--- src/rtl/fp_to_fixed_serial.sv ---
// rtl/fp_to_fixed_serial.sv - serial 13-bit float to signed fixed-point converter
// Optional saturation with overflow flag when FP2FIX_SAT_EN is defined; wrap-around otherwise.
module fp_to_fixed_serial #(
  parameter int OUT_W = 24
) (
  input  logic             clk,
  input  logic             rst_n,
  input  logic             in_valid,
  output logic             in_ready,
  input  logic             in_sign,
  input  logic [3:0]       in_exp,
  input  logic [7:0]       in_frac,
  output logic             out_valid,
  input  logic             out_ready,
  output logic [OUT_W-1:0] out_data,
  output logic             out_ovf
);

  typedef enum logic [1:0] {
    IDLE  = 2'd0,
    SHIFT = 2'd1,
    DONE  = 2'd2
  } state_t;

  state_t             state_q, state_d;
  logic               sign_q, sign_d;
  logic [OUT_W-1:0]   acc_q, acc_d;
  logic [3:0]         cnt_q, cnt_d;
  logic [OUT_W-1:0]   data_q, data_d;
  logic               ovf_q, ovf_d;
  logic [OUT_W-1:0]   result;
  logic               result_ovf;

`ifdef FP2FIX_SAT_EN
  logic               sticky_q, sticky_d;
  localparam logic [OUT_W-1:0] SAT_POS = {1'b0, {(OUT_W-1){1'b1}}};
  localparam logic [OUT_W-1:0] SAT_NEG = {1'b1, {(OUT_W-2){1'b0}}, 1'b1};

  // Sticky already holds any bit that reached the sign position, so it is the overflow flag.
  always_comb begin
    result_ovf = sticky_q;
    if (sticky_q) begin
      result = sign_q ? SAT_NEG : SAT_POS;
    end else begin
      result = sign_q ? (~acc_q + {{(OUT_W-1){1'b0}}, 1'b1}) : acc_q;
    end
  end
`else
  always_comb begin
    result_ovf = 1'b0;
    result     = sign_q ? (~acc_q + {{(OUT_W-1){1'b0}}, 1'b1}) : acc_q;
  end
`endif

  always_comb begin
    state_d   = state_q;
    sign_d    = sign_q;
    acc_d     = acc_q;
    cnt_d     = cnt_q;
    data_d    = data_q;
    ovf_d     = ovf_q;
`ifdef FP2FIX_SAT_EN
    sticky_d  = sticky_q;
`endif
    in_ready  = (state_q == IDLE);
    out_valid = (state_q == DONE);
    case (state_q)
      IDLE: begin
        if (in_valid) begin
          sign_d  = in_sign;
          acc_d   = {{(OUT_W-8){1'b0}}, in_frac};
          cnt_d   = in_exp;
`ifdef FP2FIX_SAT_EN
          sticky_d = 1'b0;
`endif
          state_d = SHIFT;
        end
      end
      SHIFT: begin
        if (cnt_q != 4'd0) begin
          acc_d = {acc_q[OUT_W-2:0], 1'b0};
          cnt_d = cnt_q - 4'd1;
`ifdef FP2FIX_SAT_EN
          // Catch bits leaving the word and bits entering the sign position.
          sticky_d = sticky_q | acc_q[OUT_W-1] | acc_q[OUT_W-2];
`endif
        end else begin
          data_d  = result;
          ovf_d   = result_ovf;
          state_d = DONE;
        end
      end
      DONE: begin
        if (out_ready) begin
          state_d = IDLE;
        end
      end
      default: state_d = IDLE;
    endcase
  end

  always_ff @(posedge clk or negedge rst_n) begin
    if (!rst_n) begin
      state_q  <= IDLE;
      sign_q   <= 1'b0;
      acc_q    <= '0;
      cnt_q    <= 4'd0;
      data_q   <= '0;
      ovf_q    <= 1'b0;
`ifdef FP2FIX_SAT_EN
      sticky_q <= 1'b0;
`endif
    end else begin
      state_q  <= state_d;
      sign_q   <= sign_d;
      acc_q    <= acc_d;
      cnt_q    <= cnt_d;
      data_q   <= data_d;
      ovf_q    <= ovf_d;
`ifdef FP2FIX_SAT_EN
      sticky_q <= sticky_d;
`endif
    end
  end

  assign out_data = data_q;
  assign out_ovf  = ovf_q;

endmodule

--- config.mk ---
export PLATFORM = sky130hd
export DESIGN_NAME = fp_to_fixed_serial
export DESIGN_NICKNAME = d
export VERILOG_FILES = /design/src/rtl/fp_to_fixed_serial.sv
export SDC_FILE = /design/constraint.sdc
export NUM_CORES = 1
export LEC_CHECK = 0
export ABC_AREA = 1
export CAP_MARGIN = 20
export CORE_ASPECT_RATIO = 1.1
export CORE_MARGIN = 2
export CORE_UTILIZATION = 57
export DETAILED_ROUTE_END_ITERATION = 10
export PLACE_DENSITY = 0.83
export SYNTH_ARGS = -nofsm -noshare
export SYNTH_HDL_FRONTEND = slang
export SYNTH_SLANG_ARGS = --single-unit
export TNS_END_PERCENT = 20
--- constraint.sdc ---
create_clock -name clk -period 2.2 [get_ports clk]
set_input_delay 0.55 -clock clk [delete_from_list [all_inputs] [get_ports clk]]
set_output_delay 0.55 -clock clk [all_outputs]
set_load 0.02 [all_outputs]
* After elaboration in Yosys (flattened, before gate mapping)
Index checks and enable logic that the tools add are counted.
** Storage, ports and cells
- Input bits :: 17
- Output and inout port bits :: 27
- Logic and storage cells :: 33
- Bits in registers :: 55
** Operators by class
- Reduce and logical (&&, ||, !) cells :: 7
- Bitwise logic cells :: 2
- Equality and inequality tests :: 6
- $add $sub $neg :: 2
- Multiplexer cells :: 11
** Operator list (count)
- $mux 24 :: 3
- $pmux 24 s2 :: 1
- $add 24x1->24 const B :: 1
- $not 24->24 :: 1
- $mux 4 :: 2
- $pmux 4 s2 :: 1
- $mux 2 :: 3
- $ne 2x2->1 const B :: 3
- $pmux 2 s3 :: 1
- $reduce_and 3->1 :: 2
- $reduce_and 2->1 :: 2
- $reduce_bool 4->1 :: 1
- $sub 4x1->4 const B :: 1
- $eq 2x1->1 const B :: 1
- $eq 2x2->1 const B :: 1
- $logic_not 2->1 :: 1
- $ne 2x1->1 const B :: 1
- $reduce_bool 2->1 :: 1
- $not 1->1 :: 1

* Logic depth before layout (Yosys ltp)
Gate-level depths: netlist of run 1.
- Depth in word-level cells :: 3
- Gate-level depth with buffers :: 11
- Depth with buffers taken out :: 10

* Worst setup path before layout of run 1
Ideal clock, no wire load.
- Path kind :: reg2reg
- Start :: reg cnt_q[0]
- End :: reg acc_q[20]
- Slack :: 0.703 ns
- Arrival time :: 1.371 ns
- Stages on the path, launching flop included :: 12
- Data required time :: 2.074 ns
- Library setup time :: 0.126 ns
- Cell sequence :: dfrtp_1 inv_1 ha_1 inv_1 nor2_2 nand2_1 nand2_1 nand2_1 buf_6 buf_6 nand3_1 o21ai_0
** Between the ends
- Cells in the longest elaborated chain, start to end :: 3
** RTL lines
- start, declared :: line 28 : logic [3:0] cnt_q, cnt_d;
- start signal, assigned :: line 117 : cnt_q <= cnt_d;
- $reduce_bool 4->1 :: line 80 : if (cnt_q != 4'd0) begin
- $ne 2x2->1 (no line)
- $reduce_and 3->1 (no line)
- end signal, assigned :: line 106 : acc_q <= '0;
- end signal, assigned :: line 116 : acc_q <= acc_d;
- end, declared :: line 27 : logic [OUT_W-1:0] acc_q, acc_d;
Every way passes these cells.
A chain may end at the register's enable or synchronous reset.

* Worst setup path after layout of run 1
- Start :: reg state_q[1]
- End :: out out_valid
** Between the ends
- Cells in the longest elaborated chain, start to end :: 1
** RTL lines
- start, declared :: line 25 : state_t state_q, state_d;
- start signal, assigned :: line 114 : state_q <= state_d;
- $eq 2x2->1 :: line 66 : out_valid = (state_q == DONE);
- end, declared :: line 13 : output logic out_valid,
Every way passes these cells.

==> results of run 1 <==
[state kept, by name, indices dropped and copies added (netlist names)]
name / cells
acc_q: 24
cnt_q: 4
out_data: 24
sign_q: 1
state_q: 2
[kinds of logic (layout without fill, tap and decap cells)]
kind of cell	after synthesis	after routing	synth area share
AO/OA/AOI/OAI	67	67	0.135
XOR/XNOR	6	6	0.0179
adder cells (fa/ha/maj)	2	2	0.00850
buffers and inverters	52	92	0.0901
flip-flops	55	55	0.468
other	1	1	0.00127
AND/OR/NAND/NOR	193	193	0.279
[layout make-up]
class	instances	share of cell area
Sequential cell	55	0.396
Timing Repair Buffer	48	0.136
Tap cell	58	0.0209
Multi-Input combinational cell	269	0.374
Clock inverter	2	0.0101
Inverter	36	0.0396
Clock buffer	6	0.0237
[layout by cell type (no fill, tap or decap)]
cell / count
o211ai_2: 4
inv_1: 33
nor2_2: 3
nand3_1: 45
o211ai_1: 5
a21oi_1: 3
inv_4: 1
o31ai_1: 1
inv_2: 2
clkinv_2: 1
xor2_1: 6
o21ai_2: 4
nor3_1: 1
nor2_1: 35
nor2_8: 2
o21ai_1: 17
o21ai_0: 31
dfrtp_1: 55
conb_1: 1
clkdlybuf4s50_1: 41
buf_4: 5
ha_1: 2
buf_12: 1
a31oi_1: 2
buf_2: 1
clkbuf_8: 6
bufinv_16: 1
nand2_1: 107
[metrics by stage]
| stage | util | instance area [sq um] |
|---|---|---|
| after floorplan | - | 2940 |
| after global placement | 0.672 | 3360 |
| after detailed placement | 0.672 | 3360 |
| after CTS | 0.696 | 3480 |
| after global routing | 0.696 | 3480 |
| final | 0.696 | 3480 |
[report_power, final]
| group | total, W | leakage, nW | internal (W) | switching, W |
|---|---|---|---|---|
| sequential | 0.00170 | 0.701 | 0.00141 | 0.000294 |
| combinational | 0.00305 | 0.887 | 0.00115 | 0.00190 |
| clock | 0.000684 | 0.0612 | 0.000369 | 0.000315 |
| total | 0.00544 | 1.65 | 0.00293 | 0.00251 |
[metal layers]
layer,track usage,vias to the layer above
met5,0,-
met4,0.0796,0
met3,0.0393,10
met2,0.370,89
met1,0.322,1180
li1,-,1292
[final timing paths]
kind                              startpoint  slack [ns]      endpoint  depth (start not counted)
worst max-delay path              state_q[1]        0.08     out_valid                          3
worst min-delay path                   rst_n        0.23  out_data[14]                          2
worst max register to register      acc_q[0]        0.45  out_data[12]                          9
worst min register to register  out_data[21]        0.48  out_data[21]                          2
max in group asynchronous              rst_n        1.72   out_data[4]                          2
min in group clk                out_data[21]        0.48  out_data[21]                          2
==> impl_metrics.yaml, run 1 <==
timing:
  hold_ws_ns: 0.227
  hold_violations: 0
  rsz0062_at_grt: "false"
  max_freq_ghz: 0.472
  maxSlewHeadroom: 0.641
  finalCriticalPeriod_ns: 2.12
  tightest_slew_ns: 0.533
  finalSetupViolCount: 0
  timing.final.ws_setup_ns: 0.0795
  slew_viol_final: 0
  setup_tns_ns: 0
  skew_ns: 0.00402
  period_share: 0.964
finish:
  fillerInstances: 418
  nets: 434
  drive_gt1_frac: 0.0745
  antenna_cells: 0
  area_delta_synth_final_pct: 18.2
  fin_cells: 474
  regArea_sq_um: 1380
  multiInputGateArea_sq_um: 1300
clock_tree:
  tritoncts: "built"
  clock_latency_ns: 0.30
  htree_levels: 2
  cts_hold_buf: 0
  cts_setup_buffers: 0
  cts.clk_slew.worst_paths_ns: 0.09
  cts_buffers: 5
  clkSinkCount: 55
  cts_buffer_depth: 2
  clockRootBuffer: "clkbuf_8"
  cts_resized: 0
setup_path:
  cp_num_buf_inv: 2
  slowest_stage: "clkdlybuf4s50_1"
  arrival_ns: 1.57
  cp_top_family: "buffers and inverters"
  cp_max_fo: 3
  worstSetupStartpointType: "flop"
  cp_slowest_stage_delay_ns: 0.61
  critical_path_class: "flop to output pin"
  path_cells: "inv_1, nor2_1, clkdlybuf4s50_1"
  required_ns: 1.65
  critPathCaptureType: "output pin"
yosys:
  yosysTopAreaCell: "dfrtp_1"
  postSynthAreaPerCell_sq_um: 7.83
  synth.distinct_cells: 26
  yosysWarnings: 0
  synth.cell_area_sq_um: 2940
  synth_top_area_frac: 0.468
  synthArstFlopShare: 1.00
  yosys_most_used_dff: "dfrtp_1"
  ys_seq_elements: 55
  synthCells: 376
  ys_seq_area_frac: 0.468
  synth_edf_count: 0
  synth.area.top_cells: "dfrtp_1, nand2_1, nand3_1"
  netlist_top_cells_count: "nand2_1, dfrtp_1, nand3_1"
  yosysMostFrequentCell: "nand2_1"
  syn_nets: 395
floorplanning:
  die_w_um: 72.5
  rows: 27
  boundaryPins: 44
  die-area_sq_um: 5750
  initial_core_util: 0.589
  die_h_um: 79.4
  placeableCoreArea_sq_um: 5000
detailed_routing:
  drt.antenna.violating_nets: 0
  drtIter0Drc: 243
  num_vias: 2571
  wl_met1_um: 2720
  wl_met2_um: 2930
  routedWlPerCell_um: 12.9
  drc: 0
  via_per_inst: 5.42
  drtPass1Iterations: 5
  met3_length_um: 356
  highest_layer: "met4"
  wl_um: 6100
grt:
  track_usage: 0.233
  grt_pass1_wl_um: 10700
  grt_max_degree: 56
  overflow: 0
  grt_pass1_vias: 2383
  antenna_found_initial: 0
power_and_ir_drop:
  p_leak_nw: 1.65
  pwr_density_cell_nw_per_um2: 1560
  total_power_w: 0.00544
  peakVddDrop_v: 0.00143
place:
  dpl.hpwl_um: 4280
  port-buffer-count: 42
  gp_congestion: 0.947
  placed_cells_incl_taps: 466
  pre_cts_slack_ns: 0.393
flow_run:
  cap_violations: 0
status:
  outcome: "finished clean"
worst_hold_path:
  hold_path_class: "primary input to async pin"
Note: power is estimated with default switching activity, not from simulation.
==> inputs of run 2 (changes only) <==
Settings changed: CORE_UTILIZATION 57 to 58, CTS_CLUSTER_SIZE set to 14, GPL_TIMING_DRIVEN set to 1, PLACE_DENSITY 0.83 to 0.85.
==> run 2 against run 1 <==
Compared with the run above:
- first-iteration DRC count is 15% lower
- sequential share of layout area is 0.58 points higher
- setup slack worse by 0.0044 ns
- clock skew is 0.00067 ns lower
- largest power group unchanged
- flip-flop and latch count stayed put
- maximum frequency is 0.21% lower
- critical path depth stayed put
==> impl_metrics.yaml, run 2 (synthesized netlist as in run 1, its figures left out) <==
status:
  outcome: "finished clean"
clock_tree:
  cts_hold_buf: 0
  cts.clk_slew.worst_paths_ns: 0.08
  cts_buffer_depth: 2
  tritoncts: "built"
  clkSinkCount: 55
  htree_levels: 2
  cts_setup_buffers: 0
  cts_resized: 0
  clock_latency_ns: 0.30
  cts_buffers: 5
  clockRootBuffer: "clkbuf_8"
grt:
  grt_pass1_wl_um: 10800
  overflow: 0
  antenna_found_initial: 0
  grt_max_degree: 33
  grt_pass1_vias: 2389
  track_usage: 0.239
setup_path:
  required_ns: 1.65
  cp_max_fo: 3
  rr_endpoint: "out_data[12]"
  r2r-start: "acc_q[0]"
  r2r_cells: 9
  arrival_ns: 1.57
  slowest_stage: "clkdlybuf4s50_1"
  cp_slowest_stage_delay_ns: 0.60
  r2r_slack_ns: 0.41
  worstSetupStartpointType: "flop"
  critical_path_class: "flop to output pin"
  critPathCaptureType: "output pin"
  path_cells: "inv_1, nor2_1, clkdlybuf4s50_1"
detailed_routing:
  wl_met1_um: 2780
  met3_length_um: 314
  highest_layer: "met4"
  num_vias: 2541
  routedWlPerCell_um: 13.1
  drtIter0Drc: 206
  drt.antenna.violating_nets: 0
  wl_um: 6170
  drtPass1Iterations: 4
  drc: 0
  via_per_inst: 5.37
  wl_met2_um: 2990
floorplanning:
  rows: 27
  placeableCoreArea_sq_um: 4930
  die-area_sq_um: 5660
  boundaryPins: 44
  die_w_um: 71.9
  initial_core_util: 0.597
  die_h_um: 78.7
timing:
  slew_viol_final: 0
  hold_violations: 0
  rsz0062_at_grt: "false"
  maxSlewHeadroom: 0.630
  max_freq_ghz: 0.471
  tightest_slew_ns: 0.549
  finalCriticalPeriod_ns: 2.12
  skew_ns: 0.00335
  finalSetupViolCount: 0
  period_share: 0.966
  setup_tns_ns: 0
finish:
  fillerInstances: 425
  multiInputGateArea_sq_um: 1300
  layout_common_cells: "nand2_1, dfrtp_1, nand3_1"
  design_area_sq_um: 3430
  antenna_cells: 0
  regArea_sq_um: 1380
  nets: 435
  final_common_cell: "nand2_1"
  area_delta_synth_final_pct: 16.5
  post-route-util: 0.695
  drive_gt1_frac: 0.0699
place:
  port-buffer-count: 42
  placed_area_sq_um: 3360
  dpl.hpwl_um: 4520
  gp_congestion: 0.931
power_and_ir_drop:
  p_comb_frac: 0.581
  cell_internal_pwr_w: 0.00277
  pwr_density_cell_nw_per_um2: 1530
  power_frac_seq: 0.323
  pwr-share-clk: 0.096
  swShare: 0.472
  p_leak_nw: 1.63
  p_switching_w: 0.00248
  peakVddDrop_v: 0.00112
worst_hold_path:
  hold_path_class: "primary input to async pin"
flow_run:
  cap_violations: 0
run 2: cell count changes in the layout (fill, tap and decap cells not counted):
cell / change
clkbuf_8: -1
buf_4: +2
bufinv_16: -1
clkinv_2: -1
clkbuf_1: +1
buf_12: -1
run 2: area by class of cell:
cell class | instances | area share
clock buffers | 6 | 0.0212
well taps | 58 | 0.0212
flip-flops and latches | 55 | 0.401
multi-input cells | 269 | 0.380
inverters | 36 | 0.0401
repair buffers | 49 | 0.136
run 2: per-stage QoR:
| stage | hold WS (ns) | worst slack (ns) | power [W] | instances |
|---|---|---|---|---|
| 3_3_place_gp | 0.461 | 0.422 | 0.00465 | 467 |
| 6_report | 0.192 | 0.0751 | 0.00525 | 473 |
| 4_1_cts | 0.202 | 0.0673 | 0.00527 | 473 |
| 3_5_place_dp | 0.464 | 0.377 | 0.00475 | 467 |
| 5_1_grt | 0.219 | 0.0149 | 0.00570 | 473 |
| 2_1_floorplan | 0.254 | 0.703 | 0.00395 | 376 |
run 2: worst max path at each step:
stage / start / endpoint / slack (ns) / cells after the start
after detailed placement: in_valid / cnt_q[3] / 0.38 / 6
final: state_q[1] / out_valid / 0.08 / 3
after global routing: state_q[1] / out_valid / 0.01 / 3
after floorplan: cnt_q[0] / acc_q[20] / 0.70 / 11
after global placement: state_q[1] / out_valid / 0.42 / 3
after CTS: state_q[1] / out_valid / 0.07 / 3
run 2: power groups by stage:
stage                     logic [W]  clock network (W)  registers (W)
after global routing        0.00338           0.000566        0.00175
after global placement      0.00295                  0        0.00170
after CTS                   0.00306           0.000525        0.00169
final                       0.00305           0.000504        0.00169
after detailed placement    0.00304                  0        0.00171
after floorplan             0.00203                  0        0.00192
run 2: routing by layer:
metal	vias to the layer above	track usage
li1	1295	-
met1	1172	0.329
met2	66	0.375
met3	8	0.0482
met4	0	0.0868
met5	-	0
run 2: critical path: cells and delay by family (launching register included):
kind	cells	cell delay, ns
DFF	1	0.49
and+or+nand+nor	1	0.09
buffers and inverters	2	0.69
==> inputs of run 3 (changes only) <==
Settings changed: CORE_UTILIZATION 58 to 54, PLACE_DENSITY 0.85 to 0.8.
Clock period 2.2 ns to 2.3 ns, I/O delays scaled along.
==> run 3 against run 2 <==
Compared with the run above:
- hold slack gained 0.035 ns
- final cell count increased by 3.6%
- global-route usage is 1.2 points lower
- register-to-register slack better by 0.13 ns
- sequential share of layout area down 0.35 points
- critical endpoint unchanged
- largest cell class unchanged
- largest power group unchanged
==> impl_metrics.yaml, run 3 (synthesized netlist as in run 1, its figures left out) <==
grt:
  antenna_found_initial: 0
  overflow: 0
  grt_pass1_vias: 2356
  grt_max_degree: 36
  grt_pass1_wl_um: 10600
  track_usage: 0.227
timing:
  max_freq_ghz: 0.467
  maxSlewHeadroom: 0.588
  setup_tns_ns: 0
  finalSetupViolCount: 0
  rsz0062_at_grt: "false"
  slew_viol_final: 0
  hold_violations: 0
  tightest_slew_ns: 0.617
  period_share: 0.932
  finalCriticalPeriod_ns: 2.14
  skew_ns: 0.00522
power_and_ir_drop:
  p_switching_w: 0.00243
  pwr_density_cell_nw_per_um2: 1470
  power_frac_seq: 0.327
  cell_internal_pwr_w: 0.00264
  pwr-share-clk: 0.103
  swShare: 0.478
  peakVddDrop_v: 0.00119
  p_comb_frac: 0.571
  p_leak_nw: 1.63
setup_path:
  rr_endpoint: "out_data[12]"
  r2r-start: "acc_q[0]"
  worstSetupStartpointType: "flop"
  arrival_ns: 1.57
  r2r_slack_ns: 0.54
  critical_path_class: "flop to output pin"
  cp_max_fo: 3
  required_ns: 1.73
  critPathCaptureType: "output pin"
  r2r_cells: 9
detailed_routing:
  drtIter0Drc: 278
  wl_met1_um: 2840
  via_per_inst: 5.26
  num_vias: 2577
  highest_layer: "met4"
  drt.antenna.violating_nets: 0
  met3_length_um: 342
  wl_met2_um: 3000
  drtPass1Iterations: 5
  wl_um: 6330
  drc: 0
  routedWlPerCell_um: 12.9
clock_tree:
  cts_resized: 0
  tritoncts: "built"
  cts_buffers: 5
  htree_levels: 2
  cts_hold_buf: 0
  clockRootBuffer: "clkbuf_8"
  cts_setup_buffers: 0
  clkSinkCount: 55
  cts_buffer_depth: 2
  clock_latency_ns: 0.31
  cts.clk_slew.worst_paths_ns: 0.10
flow_run:
  cap_violations: 0
finish:
  final_common_cell: "nand2_1"
  antenna_cells: 0
  design_area_sq_um: 3460
  area_delta_synth_final_pct: 17.5
  fillerInstances: 501
  drive_gt1_frac: 0.0723
  multiInputGateArea_sq_um: 1300
  layout_common_cells: "nand2_1, dfrtp_1, nand3_1"
  regArea_sq_um: 1380
  nets: 433
floorplanning:
  die_h_um: 81.4
  rows: 28
  initial_core_util: 0.553
  boundaryPins: 44
  placeableCoreArea_sq_um: 5330
  die-area_sq_um: 6060
  die_w_um: 74.4
status:
  outcome: "finished clean"
place:
  gp_congestion: 0.910
  placed_area_sq_um: 3370
  dpl.hpwl_um: 4480
  port-buffer-count: 42
worst_hold_path:
  hold_path_class: "primary input to async pin"
run 3: final cells by class:
cell class / instances / area share
clock buffers: 5 / 0.0199
clock inverters: 3 / 0.00434
inverters: 36 / 0.0398
multi-input cells: 269 / 0.376
flip-flops and latches: 55 / 0.398
well taps: 75 / 0.0271
repair buffers: 47 / 0.135
run 3: per-stage QoR:
step / hold slack, ns / setup slack (ns) / power, W / instances / util
after global routing: 0.261 / 0.0906 / 0.00551 / 490 / 0.649
after CTS: 0.240 / 0.147 / 0.00507 / 490 / 0.649
final: 0.226 / 0.156 / 0.00507 / 490 / 0.649
after floorplan: 0.279 / 0.803 / 0.00378 / 376 / -
after global placement: 0.462 / 0.496 / 0.00445 / 482 / 0.634
after detailed placement: 0.465 / 0.444 / 0.00455 / 482 / 0.634
run 3: how the worst max path moves through the flow:
stage                     startpoint   endpoint  slack (ns)
after floorplan             cnt_q[0]  acc_q[20]        0.80
after global placement    state_q[1]  out_valid        0.50
after detailed placement    in_valid   cnt_q[3]        0.44
after CTS                 state_q[1]  out_valid        0.15
after global routing      state_q[1]  out_valid        0.09
final                     state_q[1]  out_valid        0.16
run 3: worst max-delay path: stages (launching register included):
cell	delay [ns]
dfrtp_1	0.48
inv_1	0.09
nor2_1	0.09
clkdlybuf4s50_1	0.61
run 3: routing by layer:
metal | global-route usage | vias up
met5 | 0 | -
met4 | 0.0929 | 0
met3 | 0.0393 | 13
met2 | 0.369 | 85
met1 | 0.299 | 1189
li1 | - | 1290
run 3: power groups by stage:
| stage | clock [W] | sequential, W | combinational (W) |
|---|---|---|---|
| 2_1_floorplan | 0 | 0.00184 | 0.00194 |
| 3_3_place_gp | 0 | 0.00165 | 0.00280 |
| 3_5_place_dp | 0 | 0.00167 | 0.00288 |
| 4_1_cts | 0.000524 | 0.00165 | 0.00289 |
| 5_1_grt | 0.000569 | 0.00171 | 0.00323 |
| 6_report | 0.000520 | 0.00166 | 0.00289 |
